**config.mk**
```make
export PLATFORM = sky130hd
export DESIGN_NAME = mem_access_arbiter
export DESIGN_NICKNAME = d
export VERILOG_FILES = /design/src/rtl/mem_arb_pkg.sv /design/src/rtl/mem_arb_grant.sv /design/src/rtl/mem_access_arbiter.sv
export SDC_FILE = /design/constraint.sdc
export NUM_CORES = 1
export LEC_CHECK = 0
export BUFFER_PORTS_ARGS = -buffer_cell sky130_fd_sc_hd__buf_4
export CAP_MARGIN = 20
export CORE_UTILIZATION = 44
export CTS_CLUSTER_DIAMETER = 50
export DETAILED_ROUTE_END_ITERATION = 16
export PLACE_DENSITY = 0.78
export SLEW_MARGIN = 30
export SYNTH_ARGS = -nofsm -noshare
export SYNTH_HDL_FRONTEND = slang
export SYNTH_SLANG_ARGS = --single-unit
export TNS_END_PERCENT = 5
```
**constraint.sdc**
```tcl
create_clock -name clk -period 1.5 [get_ports clk]
set_input_delay 0.15 -clock clk [delete_from_list [all_inputs] [get_ports clk]]
set_output_delay 0.15 -clock clk [all_outputs]
set_load 0.1 [all_outputs]
```
**src/rtl/mem_arb_pkg.sv**
```systemverilog
// mem_arb_pkg: shared state encoding and operation codes for the memory access arbiter
package mem_arb_pkg;
   typedef enum logic [1:0] {IDLE, SETUP, ACCESS, DONE} state_t;
   localparam logic OP_READ  = 1'b0;
   localparam logic OP_WRITE = 1'b1;
endpackage

```
**src/rtl/mem_arb_grant.sv**
```systemverilog
// mem_arb_grant: two-way grant decision; round-robin with a last-grant pointer when MEM_ARB_RR_EN is defined, fixed priority (req0 first) otherwise
module mem_arb_grant (
`ifdef MEM_ARB_RR_EN
   input  logic clk,
   input  logic reset,
   input  logic i_en,
`endif
   input  logic i_req0,
   input  logic i_req1,
   output logic o_grant
);
`ifdef MEM_ARB_RR_EN
   logic r_last;
   // remember the most recent winner so a tie goes to the other side; reset favours requester 0
   always_ff @(posedge clk)
      if (reset) r_last <= 1'b1;
      else if (i_en) r_last <= o_grant;
   // a tie goes to whoever did not win last; a lone request wins outright
   always_comb o_grant = (i_req0 && i_req1) ? !r_last : i_req1;
`else
   // requester 0 always wins a tie
   always_comb o_grant = i_req1 && !i_req0;
`endif
endmodule

```
**src/rtl/mem_access_arbiter.sv**
```systemverilog
// mem_access_arbiter: serialises two requesters onto one word-addressed array through a SETUP/ACCESS/DONE cycle; MEM_ARB_RR_EN selects round-robin tie breaking
module mem_access_arbiter
   import mem_arb_pkg::*;
#(
   parameter  int WIDTH  = 8,
   parameter  int WORDS  = 4,
   localparam int ADDR_W = $clog2(WORDS)
) (
   input  logic              clk,
   input  logic              reset,
   input  logic              req0,
   input  logic              req1,
   input  logic              op0,
   input  logic              op1,
   input  logic [ADDR_W-1:0] addr0,
   input  logic [ADDR_W-1:0] addr1,
   input  logic [WIDTH-1:0]  wdata0,
   input  logic [WIDTH-1:0]  wdata1,
   output logic              ack0,
   output logic              ack1,
   output logic [WIDTH-1:0]  rdata,
   output logic              busy,
   output logic [WORDS-1:0]  mem_sel,
   output logic              mem_rw,
   output logic [WIDTH-1:0]  mem_wdata,
   input  logic [WIDTH-1:0]  mem_rdata
);
   state_t              r_state, w_next;
   logic                r_op, r_id;
   logic [ADDR_W-1:0]   r_addr;
   logic [WIDTH-1:0]    r_wdata, r_rdata;
   logic                w_any, w_grant, w_busy, w_take;

   assign w_any  = req0 | req1;
   assign w_take = (r_state == IDLE) && w_any;
   assign rdata  = r_rdata;

   mem_arb_grant u_grant (
`ifdef MEM_ARB_RR_EN
      .clk     (clk),
      .reset   (reset),
      .i_en    (w_take),
`endif
      .i_req0  (req0),
      .i_req1  (req1),
      .o_grant (w_grant)
   );

   // phase register; reset from any phase returns to IDLE
   always_ff @(posedge clk) r_state <= reset ? IDLE : w_next;

   // fixed four-phase sequence; memory strobes and acks decode from the phase
   always_comb begin
      w_busy    = r_state != IDLE;
      w_next    = r_state == IDLE   ? (w_any ? SETUP : IDLE) :
                  r_state == SETUP  ? ACCESS :
                  r_state == ACCESS ? DONE : IDLE;
      mem_sel   = w_busy ? WORDS'(1) << r_addr : '0;
      mem_rw    = (r_state == ACCESS) && (r_op == OP_WRITE);
      mem_wdata = w_busy ? r_wdata : '0;
      ack0      = (r_state == DONE) && !r_id;
      ack1      = (r_state == DONE) && r_id;
      busy      = w_busy;
   end

   // latch the winner's request in IDLE; capture inverted array data at the end of a read ACCESS
   always_ff @(posedge clk) begin
      if (reset) begin
         r_op    <= OP_READ;
         r_id    <= 1'b0;
         r_addr  <= '0;
         r_wdata <= '0;
         r_rdata <= '0;
      end else begin
         if (w_take) begin
            r_id    <= w_grant;
            r_op    <= w_grant ? op1 : op0;
            r_addr  <= w_grant ? addr1 : addr0;
            r_wdata <= w_grant ? wdata1 : wdata0;
         end
         if (r_state == ACCESS && r_op == OP_READ) r_rdata <= ~mem_rdata;
      end
   end
endmodule

```
==> summary.txt <==
Worst Path Max Fanout - 3
GR Overflow Total - 0
Worst Path Required - 1.35 ns
reg2reg end - r_addr[1]
mean post-synth cell area - 9.07 um2
min-delay src - req0
global-route wire length before repair - 5.10 mm
Place WS - -0.0272 ns
final hold vios - 0
DR vias - 1180
CP max stage cell - dfxtp_2
post-route setup slack - -0.166 ns
register bit total from synthesis - 22
vias in the first global route - 1171
DP HPWL - 2.10 mm
clock tree from TritonCTS - built
Clock Sinks - 22
FILL cells - 104
RR Startpoint - r_state[0]
Slew Viols, Final - 0
final worst path period share - 111%
clock root cell - clkbuf_4
fraction of layout instances using a drive strength above 1 - 57.0%
die height - 52.6 um
Non-Filler Instances - 221
max frequency - 600 MHz
row count - 17
Leak - 0.846 nW
Hold Crit Depth - 2
count of cell types in the netlist - 21
clk_lat worst skew - 0.32 ns
Worst Skew - 0.00458 ns
antenna viol nets, final - 0
CTS clk-pin slew, worst paths - 0.13 ns
slowest cell delay on critical path - 0.40 ns
HP Class - input pin to flop
Mapped Area - 0.00112 mm2
Via density - 5.34
Tmin final - 1.67 ns
FF-to-FF path depth - 7
Setup Crit Path Kind - flop to output port
CP Capture Type - output port
Reg area - 443 um2
CTS H-tree depth - 1
cells after synthesis - 124
Slew HR - 68.0%
DRC viols - 0
multi-input logic area - 747 um2
max_cap viols - 0
largest net degree at the start of global routing - 23
dpl cells - 204
routed len/inst - 16.2 um
Worst Path Arrival - 1.52 ns
post-route core utilization - 89.2%
cell area power density - 1020 mW/mm2
Power Total - 2.11 mW
worst path bufs/invs - 3
RSZ-0062 raised after global routing - true
status - finished with violations
hold worst-path end - r_id
Top delay family on crit path - flip-flops
maximum clock insertion buffer count - 2
Post-Route WL - 3.58 mm
final setup violation count - 26
Post-Place Cell Area - 0.00163 mm2
# port buffers - 57
cells along the critical path - inv_4 > ha_4 > buf_12 > nor3b_4 > buf_12
CP Launch Type - flop
worst hold slack - 0.0749 ns
Syn Nets - 163
core footprint - 0.00232 mm2
worst vdd ir - 0.959 mV
Layout area overhead - 83.9%
nets@finish - 233
failing checks - setup timing
total track usage - 25.8%
sequential area share after synthesis - 39.2%
flop-to-flop setup slack - -0.08 ns
die width - 52.6 um
initial antenna violation count - 0
fin area - 0.00207 mm2
Die ar. - 0.00276 mm2
DR iter-0 viols - 14
initial core utilization - 48.5%
Slew @ Worst Pin - 0.478 ns
I/O pin count - 58
RePlAce Congestion - 0.688
Inserted Diodes - 0
router iterations before antenna repair - 4
yosys warns - 0
CP dominant cell by count - buf_12
number of CTS-inserted buffers - 3
setup TNS - -1.56 ns
what timing repair did:
action | CTS | global route
setup endpoints to repair | 27 | 33
endpoints found under the hold margin | 8 | 0
pin swaps | 3 | 1
gates resized for setup | 39 | 26
setup buffers | 5 | 0
hold buffers | 8 | 0
worst reg2reg max path, cell delays in order (launching register included):
cell	delay [ns]
dfxtp_2	0.37
inv_4	0.09
ha_4	0.18
buf_4	0.12
buf_4	0.09
o21a_4	0.29
nor2_1	0.11
a311oi_2	0.25
layout make-up:
type,count,share of cell area [%]
well taps,28,1.69
inverters,3,0.968
flip-flops and latches,22,21.4
multi-input cells,90,36.1
clock inverters,1,1.45
clock buffers,3,1.09
repair buffers,74,37.3
power breakdown:
part / internal, mW / leakage, nW / switching (mW)
clock network: 0.270 / 0.0279 / 0.201
logic: 0.380 / 0.637 / 0.567
registers: 0.643 / 0.182 / 0.0515
total: 1.29 / 0.846 / 0.819
flip-flops by register name, summed over array words and instances (netlist names):
name     count
r_wdata      8
r_op         1
rdata        8
r_state      2
r_addr       2
r_id         1
how the worst max path moves through the flow:
stage	startpoint	to	slack [ns]	cells after the start
after floorplan	r_state[0]	mem_sel[3]	-0.35	4
after global placement	r_state[0]	mem_wdata[5]	0.07	4
after detailed placement	r_state[0]	r_addr[1]	-0.03	5
after CTS	r_state[0]	mem_sel[1]	-0.14	5
after global routing	r_state[0]	mem_sel[1]	-0.21	5
final	r_state[0]	mem_sel[2]	-0.17	5
cells in the mapped netlist:
library cell	instances	share of area [%]
buf_4	2	1.3
a21oi_1	1	0.44
nor2b_2	1	0.78
nor3_1	1	0.44
and2_1	2	1.1
buf_1	1	0.33
a311oi_2	11	15
nand2b_1	1	0.56
nand2_1	22	7.3
inv_1	3	1.0
nor2_1	21	7.0
nor2b_1	10	5.6
and3_1	1	0.56
a211oi_1	10	6.7
clkbuf_1	2	0.67
nor3b_1	3	2.0
dfxtp_1	22	39
ha_1	5	5.6
buf_6	3	3.0
clkbuf_2	1	0.44
o21a_4	1	1.3
cells in the final DEF (no fill, tap or decap), types with 2 or more instances in the layout:
master	Yosys	final
dfxtp_2	0	2
inv_4	0	2
a311oi_2	11	11
buf_4	2	49
dlygate4sd3_1	0	8
clkbuf_4	0	3
buf_12	0	15
nor2_1	21	21
a211oi_2	0	4
a211oi_1	10	6
nand2_1	22	22
nor3b_4	0	2
ha_1	5	2
nor2b_2	1	6
dfxtp_1	22	20
nor2b_4	0	5
buf_6	3	2
ha_4	0	2
kinds of logic (layout without fill, tap and decap cells):
family          after synthesis  after routing  synth area share [%]
buf+inv                      12             81                  6.78
simple gates                 62             62                  25.4
fa+ha+maj                     5              5                  5.56
compound gates               23             23                  23.1
flops                        22             22                  39.2
per-layer routing:
layer | wire length (um) | up-vias | track usage, %
li1 | - | 566 | -
met1 | 1360 | 553 | 28.2
met2 | 1930 | 47 | 47.5
met3 | 162 | 14 | 4.64
met4 | 119 | 0 | 11.8
met5 | 0 | - | 0
No activity file was read; power rests on OpenSTA's default activity.
